File: src/rtl/jtag_tap_multi_dr.sv
// jtag_tap_multi_dr: 1149.1-style TAP, IR_LEN-bit IR, BSR/BYPASS/IDCODE/USER DRs.
// Capture/shift on TCK rise; update, TDO and TDO_en on TCK fall.
module jtag_tap_multi_dr #(
  parameter int unsigned IR_LEN     = 4,
  parameter int unsigned BSR_LEN    = 51,
  parameter int unsigned USER_LEN   = 8,
  parameter logic [31:0] IDCODE_VAL = 32'h1000_0001
) (
  input  logic                TCK,
  input  logic                Reset,
  input  logic                TMS,
  input  logic                TDI,
  output logic                TDO,
  output logic                TDO_en,
  input  logic [BSR_LEN-1:0]  bsr_capture,
  output logic [BSR_LEN-1:0]  bsr_update,
  output logic                Mode,
  input  logic [USER_LEN-1:0] user_capture,
  output logic [USER_LEN-1:0] user_update,
  output logic                user_strobe,
  output logic [IR_LEN-1:0]   instruction,
  output logic [3:0]          tap_state
);

  typedef enum logic [3:0] {
    TLR    = 4'd0,  RTI    = 4'd1,  SEL_DR = 4'd2,  CAP_DR = 4'd3,
    SH_DR  = 4'd4,  EX1_DR = 4'd5,  PAU_DR = 4'd6,  EX2_DR = 4'd7,
    UPD_DR = 4'd8,  SEL_IR = 4'd9,  CAP_IR = 4'd10, SH_IR  = 4'd11,
    EX1_IR = 4'd12, PAU_IR = 4'd13, EX2_IR = 4'd14, UPD_IR = 4'd15
  } tap_e;

  typedef enum logic [1:0] {DR_BSR, DR_ID, DR_USER, DR_BYP} dr_e;

  localparam logic [IR_LEN-1:0] OP_EXTEST = IR_LEN'(0);
  localparam logic [IR_LEN-1:0] OP_SAMPLE = IR_LEN'(1);
  localparam logic [IR_LEN-1:0] OP_IDCODE = IR_LEN'(2);
  localparam logic [IR_LEN-1:0] OP_USER   = IR_LEN'(3);

  tap_e                state_q;
  logic [IR_LEN-1:0]   ir_sr_q, ir_sr_d;
  logic [BSR_LEN-1:0]  bsr_sr_q, bsr_sr_d;
  logic [31:0]         id_sr_q, id_sr_d;
  logic [USER_LEN-1:0] user_sr_q, user_sr_d;
  logic                byp_q, byp_d;
  logic [IR_LEN-1:0]   ir_q;
  logic [BSR_LEN-1:0]  bsr_upd_q;
  logic [USER_LEN-1:0] user_upd_q;
  logic                strobe_q, tdo_q, tdo_en_q;
  dr_e                 sel;
  logic                dr_bit0;

  // Select the data register; unknown opcodes fall back to bypass
  always_comb begin
    sel = DR_BYP;
    unique case (1'b1)
      (ir_q == OP_EXTEST),
      (ir_q == OP_SAMPLE): sel = DR_BSR;
      (ir_q == OP_IDCODE): sel = DR_ID;
      (ir_q == OP_USER):   sel = DR_USER;
      default:             sel = DR_BYP;
    endcase
  end

  // Serial output bit of the selected DR
  always_comb begin
    dr_bit0 = byp_q;
    unique case (sel)
      DR_BSR:  dr_bit0 = bsr_sr_q[0];
      DR_ID:   dr_bit0 = id_sr_q[0];
      DR_USER: dr_bit0 = user_sr_q[0];
      DR_BYP:  dr_bit0 = byp_q;
    endcase
  end

  // TAP controller, standard TMS transitions
  always_ff @(posedge TCK or posedge Reset) begin
    if (Reset) begin
      state_q <= TLR;
    end else begin
      unique case (state_q)
        TLR:    state_q <= TMS ? TLR    : RTI;
        RTI:    state_q <= TMS ? SEL_DR : RTI;
        SEL_DR: state_q <= TMS ? SEL_IR : CAP_DR;
        CAP_DR: state_q <= TMS ? EX1_DR : SH_DR;
        SH_DR:  state_q <= TMS ? EX1_DR : SH_DR;
        EX1_DR: state_q <= TMS ? UPD_DR : PAU_DR;
        PAU_DR: state_q <= TMS ? EX2_DR : PAU_DR;
        EX2_DR: state_q <= TMS ? UPD_DR : SH_DR;
        UPD_DR: state_q <= TMS ? SEL_DR : RTI;
        SEL_IR: state_q <= TMS ? TLR    : CAP_IR;
        CAP_IR: state_q <= TMS ? EX1_IR : SH_IR;
        SH_IR:  state_q <= TMS ? EX1_IR : SH_IR;
        EX1_IR: state_q <= TMS ? UPD_IR : PAU_IR;
        PAU_IR: state_q <= TMS ? EX2_IR : PAU_IR;
        EX2_IR: state_q <= TMS ? UPD_IR : SH_IR;
        UPD_IR: state_q <= TMS ? SEL_DR : RTI;
      endcase
    end
  end

  // Capture and shift next-state; unselected registers hold
  always_comb begin
    ir_sr_d   = ir_sr_q;
    bsr_sr_d  = bsr_sr_q;
    id_sr_d   = id_sr_q;
    user_sr_d = user_sr_q;
    byp_d     = byp_q;
    unique case (state_q)
      CAP_IR: ir_sr_d = IR_LEN'(1);
      SH_IR:  ir_sr_d = {TDI, ir_sr_q[IR_LEN-1:1]};
      CAP_DR: begin
        unique case (sel)
          DR_BSR:  bsr_sr_d  = bsr_capture;
          DR_ID:   id_sr_d   = IDCODE_VAL;
          DR_USER: user_sr_d = user_capture;
          DR_BYP:  byp_d     = 1'b0;
        endcase
      end
      SH_DR: begin
        unique case (sel)
          DR_BSR:  bsr_sr_d  = {TDI, bsr_sr_q[BSR_LEN-1:1]};
          DR_ID:   id_sr_d   = {TDI, id_sr_q[31:1]};
          DR_USER: user_sr_d = {TDI, user_sr_q[USER_LEN-1:1]};
          DR_BYP:  byp_d     = TDI;
        endcase
      end
      default: ;
    endcase
  end

  // Shift register state on the rising edge
  always_ff @(posedge TCK or posedge Reset) begin
    if (Reset) begin
      ir_sr_q   <= '0;
      bsr_sr_q  <= '0;
      id_sr_q   <= '0;
      user_sr_q <= '0;
      byp_q     <= 1'b0;
    end else begin
      ir_sr_q   <= ir_sr_d;
      bsr_sr_q  <= bsr_sr_d;
      id_sr_q   <= id_sr_d;
      user_sr_q <= user_sr_d;
      byp_q     <= byp_d;
    end
  end

  // Falling-edge updates, TDO drive and user strobe
  always_ff @(negedge TCK or posedge Reset) begin
    if (Reset) begin
      ir_q       <= OP_IDCODE;
      bsr_upd_q  <= '0;
      user_upd_q <= '0;
      strobe_q   <= 1'b0;
      tdo_q      <= 1'b0;
      tdo_en_q   <= 1'b0;
    end else begin
      strobe_q <= 1'b0;
      tdo_en_q <= (state_q == SH_IR) || (state_q == SH_DR);
      if (state_q == SH_IR) tdo_q <= ir_sr_q[0];
      if (state_q == SH_DR) tdo_q <= dr_bit0;
      if (state_q == TLR) ir_q <= OP_IDCODE;
      if (state_q == UPD_IR) ir_q <= ir_sr_q;
      if (state_q == UPD_DR) begin
        if (sel == DR_BSR) bsr_upd_q <= bsr_sr_q;
        if (sel == DR_USER) begin
          user_upd_q <= user_sr_q;
          strobe_q   <= 1'b1;
        end
      end
    end
  end

  assign TDO         = tdo_q;
  assign TDO_en      = tdo_en_q;
  assign bsr_update  = bsr_upd_q;
  assign user_update = user_upd_q;
  assign user_strobe = strobe_q;
  assign instruction = ir_q;
  assign Mode        = (ir_q == OP_EXTEST);
  assign tap_state   = state_q;

endmodule

File: config.mk
export PLATFORM = sky130hd
export DESIGN_NAME = jtag_tap_multi_dr
export DESIGN_NICKNAME = d
export VERILOG_FILES = /design/src/rtl/jtag_tap_multi_dr.sv
export SDC_FILE = /design/constraint.sdc
export NUM_CORES = 1
export LEC_CHECK = 0
export BUFFER_PORTS_ARGS = -buffer_cell sky130_fd_sc_hd__buf_2
export CORE_MARGIN = 3
export CORE_UTILIZATION = 54
export CTS_CLUSTER_DIAMETER = 100
export DETAILED_ROUTE_END_ITERATION = 10
export PLACE_DENSITY = 0.89
export SETUP_SLACK_MARGIN = 0.3
export SLEW_MARGIN = 30
export SYNTH_ARGS = -nofsm -noshare
export SYNTH_HDL_FRONTEND = slang
export SYNTH_SLANG_ARGS = --single-unit
export TNS_END_PERCENT = 50
File: constraint.sdc
create_clock -name TCK -period 13.7 [get_ports TCK]
set_clock_uncertainty 0.05 [all_clocks]
set_input_delay 0.685 -clock TCK [delete_from_list [all_inputs] [get_ports TCK]]
set_output_delay 0.685 -clock TCK [all_outputs]
set_load 0.1 [all_outputs]
==> summary.md, run 1 <==
| Metric | Value |
|---|---|
| Result of the run | `complete, no violations` |
| Setup repair after global routing missed its margin | `false` |
| Iteration-0 DRC count of the detailed router | `344` |
| Io pins | `134` |
| Delay of the slowest cell on the worst path | `0.79 ns` |
| Net count after synthesis | `633` |
| Data arrival at the endpoint of the critical path | `2.67 ns` |
| Number of nets at the end of the flow | `748` |
| Slew at the pin with the worst max-slew slack | `0.9130 ns` |
| Overall routing resource usage | `21.74%` |
| Post-synth EDFFs | `0` |
| # setup viols final | `0` |
| Remaining Overflow, GRT | `0` |
| Critical path class | `reg -> reg` |
| Fill cells | `905` |
| Via count of the first global-routing pass | `5,065` |
| Insertion delay to the later sink of the worst-skew pair | `0.44 ns` |
| Maximum number of pins on one net before global-route repair | `103` |
| Post-Synthesis Cells | `570` |
| Register bit total from synthesis | `166` |
| Detailed placement HPWL | `9.432 mm` |
| Warnings from Yosys | `0` |
| Number of vias per cell after detailed routing | `5.643` |
| Max-capacitance violation count | `0` |
| Full die area | `14,350 um2` |
| Leading cell type in the layout, fill and taps excluded | `buf_2` |
| CP max-delay cell | `dfrtp_1` |
| Critical path's top delay family | `flip-flops` |
| Top library cells by usage in the layout, fill and taps aside | `buf_2 (133), dfrtp_1 (100), nand2_1 (72)` |
| Number of hold buffers added after cts | `0` |
| Final antenna-violating net count | `0` |
| Type of the most critical hold path | `in -> async` |
| Share of post-route cells with drive strength above 1 | `32.09%` |
| Area of the core region | `12,310 um2` |
| Setup crit start kind | `flip-flop` |
| Critical path buffer and inverter count | `2` |
| Largest area contributor in the netlist | `dfrtp_1` |
| Uppermost metal layer occupied by signal nets | `met4` |
| Final routed wirelength across all metal layers | `15.05 mm` |
| Number of buffers created by CTS | `17` |
| Met3 routed WL | `788 um` |
| Area grow syn2layout | `18.54%` |
| Number of core rows | `40` |
| Fraction of synthesized cell area taken by the top area cell type | `35.78%` |
| Root Buffer Master | `clkbuf_16` |
| Starting Density | `56.80%` |
| Count of instances resized after the clock tree is built | `0` |
| Most common flop cell mapped by yosys | `dfrtp_1` |
| Chip Width | `119.8 um` |
| Number of design rule violations left after detail routing | `0` |
| Number of library cell types mapped by synthesis | `49` |
| CP cell instances | `inv_2 > and3_1 > nand2_2 > buf_4 > mux2_2` |
| Share of synthesized flip-flops with an asynchronous set or reset | `100.0%` |
| Count of endpoints failing hold in the final timing report | `0` |
| Routed vias | `4,887` |
| Number of buffers on the longest clock path | `2` |
| Worst rel slew slack | `39.13%` |
| Max-slew violations | `0` |
| Critical path peak fanout | `51` |
| Clock tree from TritonCTS | `done` |
| Detail-routed net length per standard cell | `17.38 um` |
| Maximum level of the CTS H-tree | `4` |
| First drt pass iteration count | `4` |
| Setup bufs post-CTS | `0` |
| Global placer's final weighted congestion | `0.8676` |
| Die height | `119.8 um` |
| Clock Pin Slew Worst Setup and Hold Paths | `0.07 ns` |
| First-pass GRT wire length | `24.93 mm` |
| Post-synthesis area per instance | `12.27 um2` |
| Antenna violations before repair | `0` |
| Clock sink total | `166` |
| Cell area after synthesis | `6993 um2` |
| Crit end category | `flip-flop` |
| Crit path required time | `7.04 ns` |
| Most area-consuming cells after synthesis | `dfrtp_1 (36%), dfrtn_1 (23%), mux2i_1 (8.2%), mux2_2 (6.6%), nand2_1 (3.9%)` |
| Diodes inserted | `0` |
| Met1 wire length | `6.326 mm` |
| Count of buffers inserted at the top-level ports | `133` |
| Post-route setup TNS | `0 ns` |
| Detailed-routed wire length on met2 | `7.569 mm` |
| Part of the Yosys area used for sequential elements | `59.42%` |
## state kept, by name, indices dropped and copies added, names as in the netlist
name / count
user_strobe: 1
TDO: 1
ir_sr_q: 4
bsr_update: 51
TDO_en: 1
instruction: 4
user_sr_q: 8
byp_q: 1
tap_state: 4
user_update: 8
id_sr_q: 32
bsr_sr_q: 51
## per-layer routing
layer	up-vias	track usage, %
met1	2431	27.18
met5	-	0
met4	0	9.306
met3	36	4.713
li1	2258	-
met2	162	36.72
## path summary, 6_finish.rpt
check / start / to / slack, ns / cells past startpoint
hold reg to reg: bsr_update[4] / bsr_update[4] / 0.38 / 1
setup reg to reg: tap_state[0] / bsr_update[9] / 4.37 / 5
setup / recovery: tap_state[0] / bsr_update[9] / 4.37 / 5
min in group TCK: bsr_update[4] / bsr_update[4] / 0.38 / 1
max in group asynchronous: Reset / TDO / 5.23 / 3
hold / removal: Reset / tap_state[3] / 0.34 / 2
## cell families after synthesis
logic type / after synthesis / share of synthesized area (%)
buffers and inverters: 49 / 3.883
DFF: 166 / 59.42
and+or+nand+nor: 107 / 7.175
muxes: 116 / 17.66
AOI/OAI and AO/OA: 132 / 11.86
## cell type report
cell class                      count  area, um2  share of cell area (%)
Timing Repair Buffer              137      699.4                   8.438
Clock buffer                       20      489.2                   5.902
Sequential cell                   166       4155                   50.13
Clock inverter                     13      115.1                   1.389
Multi-Input combinational cell    355       2586                   31.20
Inverter                            7      33.78                  0.4075
Tap cell                          168      210.2                   2.536
## cell usage after synthesis (7+ instances only)
master,n
o21ai_0,37
inv_1,7
buf_6,7
mux2_2,41
mux2i_1,57
dfrtp_1,100
mux2_1,18
buf_2,22
clkbuf_1,9
dfrtn_1,65
nor2_1,10
nand2_1,72
a22o_1,29
o21ai_1,34
a21oi_1,14
## stage by stage
| step | instances | util [%] | worst slack, ns | hold slack, ns | instance area [um2] |
|---|---|---|---|---|---|
| after CTS | 866 | 67.31 | 4.384 | 0.3910 | 8287 |
| after detailed placement | 834 | 62.43 | 4.429 | 0.3911 | 7686 |
| after global placement | 834 | 62.40 | 4.513 | 0.3783 | 7682 |
| after floorplan | 570 | - | 1.797 | 0.4005 | 6993 |
| final | 866 | 67.33 | 4.369 | 0.3431 | 8289 |
| after global routing | 866 | 67.33 | 4.246 | 0.3897 | 8289 |
Power of run 1 is left out: the tool's default activity adds up to more than one toggle a clock period on the data nets, which glitch-free logic cannot reach.
==> inputs of run 2 (changes only) <==
Clock period 13.7 ns to 9.6 ns, I/O delays scaled along.
==> summary.md, run 2 (synthesized netlist as in run 1, its figures left out) <==
| Metric | Value |
|---|---|
| Result of the run | `complete, no violations` |
| Global placer's final weighted congestion | `0.8438` |
| Critical path class | `reg -> reg` |
| Critical path peak fanout | `28` |
| Setup bufs post-CTS | `0` |
| Setup repair after global routing missed its margin | `false` |
| Type of the most critical hold path | `in -> async` |
| Final routed wirelength across all metal layers | `14.14 mm` |
| Maximum number of pins on one net before global-route repair | `167` |
| # setup viols final | `0` |
| First-pass GRT wire length | `23.74 mm` |
| Area grow syn2layout | `17.36%` |
| Number of buffers created by CTS | `17` |
| Final antenna-violating net count | `0` |
| Die height | `119.8 um` |
| Post-route setup TNS | `0 ns` |
| First drt pass iteration count | `5` |
| Crit end category | `flip-flop` |
| Max-capacitance violation count | `0` |
| Area of the core region | `12,310 um2` |
| Starting Density | `56.80%` |
| Remaining Overflow, GRT | `0` |
| Chip Width | `119.8 um` |
| Count of endpoints failing hold in the final timing report | `0` |
| Routed vias | `4,782` |
| Diodes inserted | `0` |
| Iteration-0 DRC count of the detailed router | `372` |
| Crit path required time | `4.98 ns` |
| Worst rel slew slack | `38.39%` |
| Clock tree from TritonCTS | `done` |
| Io pins | `134` |
| Via count of the first global-routing pass | `4,819` |
| Top library cells by usage in the layout, fill and taps aside | `buf_2 (133), dfrtp_1 (100), nand2_1 (72)` |
| Clock sink total | `166` |
| Number of core rows | `40` |
| Maximum level of the CTS H-tree | `4` |
| Number of nets at the end of the flow | `748` |
| Slew at the pin with the worst max-slew slack | `0.9241 ns` |
| Number of buffers on the longest clock path | `2` |
| Leading cell type in the layout, fill and taps excluded | `buf_2` |
| Number of design rule violations left after detail routing | `0` |
| Clock Pin Slew Worst Setup and Hold Paths | `0.05 ns` |
| Overall routing resource usage | `20.48%` |
| Count of instances resized after the clock tree is built | `0` |
| Count of buffers inserted at the top-level ports | `133` |
| Detail-routed net length per standard cell | `16.33 um` |
| Max-slew violations | `0` |
| Full die area | `14,350 um2` |
| Number of vias per cell after detailed routing | `5.522` |
| Share of post-route cells with drive strength above 1 | `30.80%` |
| End-of-flow core utilization | `66.66%` |
| Data arrival at the endpoint of the critical path | `3.00 ns` |
| Detailed placement HPWL | `9.265 mm` |
| Setup crit start kind | `flip-flop` |
| Root Buffer Master | `clkbuf_16` |
| Insertion delay to the later sink of the worst-skew pair | `0.43 ns` |
| Antenna violations before repair | `0` |
| Number of hold buffers added after cts | `0` |
run 2: changes by cell type in the layout (fill, tap and decap cells not counted), sizes merged:
cell,delta
bufinv,-1
clkinv,-1
inv,-6
clkbuf,+8
run 2: layer usage:
layer  wire length [um]  global-route usage (%)
met4                275                   8.017
met2               6886                   32.94
met3                577                   4.241
met1               6400                   27.53
met5                  0                       0
run 2: per-stage QoR:
step	hold slack [ns]	area [um2]	instances	setup slack (ns)
4_1_cts	0.2774	8203	866	1.993
2_1_floorplan	0.4005	6997	570	0.3373
5_1_grt	0.2932	8207	866	1.787
3_5_place_dp	0.3912	7694	834	2.027
6_report	0.2084	8207	866	1.980
3_3_place_gp	0.3791	7694	834	2.146
run 2: worst paths after layout:
| check | from | to | slack [ns] | cells after the start |
|---|---|---|---|---|
| max in group asynchronous | Reset | bsr_update[25] | 3.89 | 3 |
| min in group TCK | bsr_capture[11] | bsr_sr_q[11] | 0.29 | 3 |
| max | tap_state[0] | bsr_update[40] | 1.98 | 5 |
| min reg2reg | bsr_update[48] | bsr_update[48] | 0.39 | 1 |
| min | Reset | bsr_sr_q[22] | 0.21 | 3 |
| max reg2reg | tap_state[0] | bsr_update[40] | 1.98 | 5 |
run 2: final cells by class:
cell class | count | area [um2]
flip-flops and latches | 166 | 4155
clock inverters | 5 | 26.28
repair buffers | 137 | 711.9
well taps | 168 | 210.2
inverters | 7 | 30.03
multi-input cells | 355 | 2586
fillers | 902 | 4105
clock buffers | 28 | 486.7
run 2: critical path: stages (launching register included):
cell and delay [ns]:
dfrtp_1 0.78, inv_2 0.16, and3_1 0.23, nand2_2 0.57
buf_4 0.46, mux2_2 0.39
Power of run 2 is left out for the same reason.
==> inputs of run 3 (changes only) <==
Settings changed: ABC_AREA set to 1.
Clock period 9.6 ns to 7.6 ns, I/O delays scaled along.
==> summary.md, run 3 <==
| Metric | Value |
|---|---|
| Number of library cell types mapped by synthesis | `23` |
| Most frequently used cell type in the post-synthesis netlist | `nand2_1` |
| End-of-flow core utilization | `66.53%` |
| Starting Density | `55.46%` |
| Critical path buffer and inverter count | `1` |
| Top cells by count, synth | `nand2_1 (207), inv_1 (114), o21ai_0 (112), dfrtp_1 (100), o21ai_1 (74)` |
| Clock sink total | `166` |
| Insertion delay to the later sink of the worst-skew pair | `0.44 ns` |
| Overall routing resource usage | `22.15%` |
| Detail-routed net length per standard cell | `14.01 um` |
| Internal reg-to-reg setup slack | `1.86 ns` |
| Number of vias per cell after detailed routing | `5.180` |
| Number of hold buffers added after cts | `1` |
| Area of the core region | `12,670 um2` |
| First drt pass iteration count | `5` |
| Number of buffers created by CTS | `17` |
| Number of core rows | `41` |
| Multi-input combinational cell area | `2218 um2` |
| Most area-consuming cells after synthesis | `dfrtp_1 (36%), dfrtn_1 (23%), nand2_1 (11%), o21ai_0 (8.0%), inv_1 (6.1%)` |
| Critical path class | `reg -> out` |
| Routed vias | `5,703` |
| Worst rel slew slack | `54.38%` |
| Result of the run | `complete, no violations` |
| Slew at the pin with the worst max-slew slack | `0.6827 ns` |
| Origin of the critical flop-to-flop path | `tap_state[0]` |
| Sequential standard cell area | `4155 um2` |
| Setup repair after global routing missed its margin | `false` |
| Setup crit start kind | `flip-flop` |
| Hold path startpoint | `TMS` |
| Crit path required time | `7.17 ns` |
| Crit end category | `primary output` |
| Max-capacitance violation count | `0` |
| First-pass GRT wire length | `25.30 mm` |
| Global placer's final weighted congestion | `0.8850` |
| Share of post-route cells with drive strength above 1 | `20.28%` |
| Top library cells by usage in the layout, fill and taps aside | `nand2_1 (205), buf_2 (133), inv_1 (113)` |
| Critical R2R Capture | `bsr_update[42]` |
| Count of instances resized after the clock tree is built | `0` |
| Net count after synthesis | `859` |
| Antenna violations before repair | `2` |
| Number of nets at the end of the flow | `977` |
| Final routed wirelength across all metal layers | `15.42 mm` |
| Maximum level of the CTS H-tree | `4` |
| Count of buffers inserted at the top-level ports | `133` |
| Leading cell type in the layout, fill and taps excluded | `nand2_1` |
| Root Buffer Master | `clkbuf_16` |
| Cell area after synthesis | `7027 um2` |
| Register bit total from synthesis | `166` |
| Clock Pin Slew Worst Setup and Hold Paths | `0.05 ns` |
| Setup bufs post-CTS | `0` |
| Hold Path Cell Cnt | `3` |
| Most common flop cell mapped by yosys | `dfrtp_1` |
| Maximum number of pins on one net before global-route repair | `103` |
| Hold worst-path end | `tap_state[1]` |
| Count of endpoints failing hold in the final timing report | `0` |
| CP cell instances | `nor2_4 > nand2_1 > nor2_1 > buf_2` |
| Post-route setup slack | `1.597 ns` |
| # setup viols final | `0` |
| Critical path's top delay family | `simple AND/OR/NAND/NOR gates` |
| Cell depth of the worst setup path | `4` |
| Area grow syn2layout | `19.96%` |
| Via count of the first global-routing pass | `5,192` |
| Critical path peak fanout | `8` |
| Post-Place Cell Area | `7761 um2` |
| Post-synth EDFFs | `0` |
| Warnings from Yosys | `0` |
| Worst r2r path cells | `6` |
| Post-route setup TNS | `0 ns` |
| Data arrival at the endpoint of the critical path | `5.57 ns` |
| CP max-delay cell | `buf_2` |
| Iteration-0 DRC count of the detailed router | `629` |
| Detailed placement HPWL | `9.983 mm` |
| Part of the Yosys area used for sequential elements | `59.13%` |
| Remaining Overflow, GRT | `0` |
| Max-slew violations | `0` |
| Clock tree from TritonCTS | `done` |
| Post-synthesis area per instance | `8.828 um2` |
| Chip Width | `120.1 um` |
| Share of synthesized flip-flops with an asynchronous set or reset | `100.0%` |
| Post-Place Setup Slack | `1.585 ns` |
| Delay of the slowest cell on the worst path | `0.46 ns` |
| Area of all placed cells without fillers | `8429 um2` |
| Final antenna-violating net count | `0` |
| Number of design rule violations left after detail routing | `0` |
| Fill cells | `982` |
| Post-Synthesis Cells | `796` |
| Die height | `120.1 um` |
| Largest area contributor in the netlist | `dfrtp_1` |
| Type of the most critical hold path | `in -> reg` |
| Io pins | `134` |
| Number of buffers on the longest clock path | `2` |
| Fraction of synthesized cell area taken by the top area cell type | `35.61%` |
| Full die area | `14,420 um2` |
==> run 3: cell families after synthesis <==
logic type	share of synthesized area (%)
AOI/OAI and AO/OA	17.24
DFF	59.13
buffers and inverters	9.633
and+or+nand+nor	14.00
==> run 3: cell type report <==
cell class	instances	share of cell area, %
sequential	166	49.30
multi-input combinational	470	26.32
timing repair buffer	141	9.173
clock buffer	24	6.205
inverter	117	5.269
tap	172	2.553
clock inverter	9	1.128
antenna	2	0.05937
==> run 3: metal layers <==
metal | routed length (um) | global-route usage (%) | vias to the layer above
li1 | - | - | 2806
met1 | 6758 | 30.74 | 2696
met2 | 7432 | 33.65 | 172
met3 | 948 | 5.796 | 29
met4 | 281 | 8.590 | 0
met5 | 0 | 0 | -
==> run 3: tightest hold or removal path, delay by kind of cell <==
kind / cells / cell delay [ns]
buf+inv: 1 / 0.14
simple gates: 2 / 0.13
==> run 3: worst max-delay path by stage <==
stage                   start            to
6_report       instruction[2]          Mode
5_1_grt        instruction[2]          Mode
4_1_cts        instruction[2]   bsr_sr_q[7]
3_5_place_dp   instruction[2]   bsr_sr_q[4]
3_3_place_gp   instruction[2]  bsr_sr_q[16]
2_1_floorplan  instruction[2]          Mode
==> run 3: stage by stage <==
stage / cells / hold WS (ns)
finish: 1101 / 0.2130
CTS: 1098 / 0.1949
floorplan: 796 / 0.4094
global placement: 1065 / 0.3711
global route: 1101 / 0.2225
detailed placement: 1065 / 0.3777
Power of run 3 is left out for the same reason.
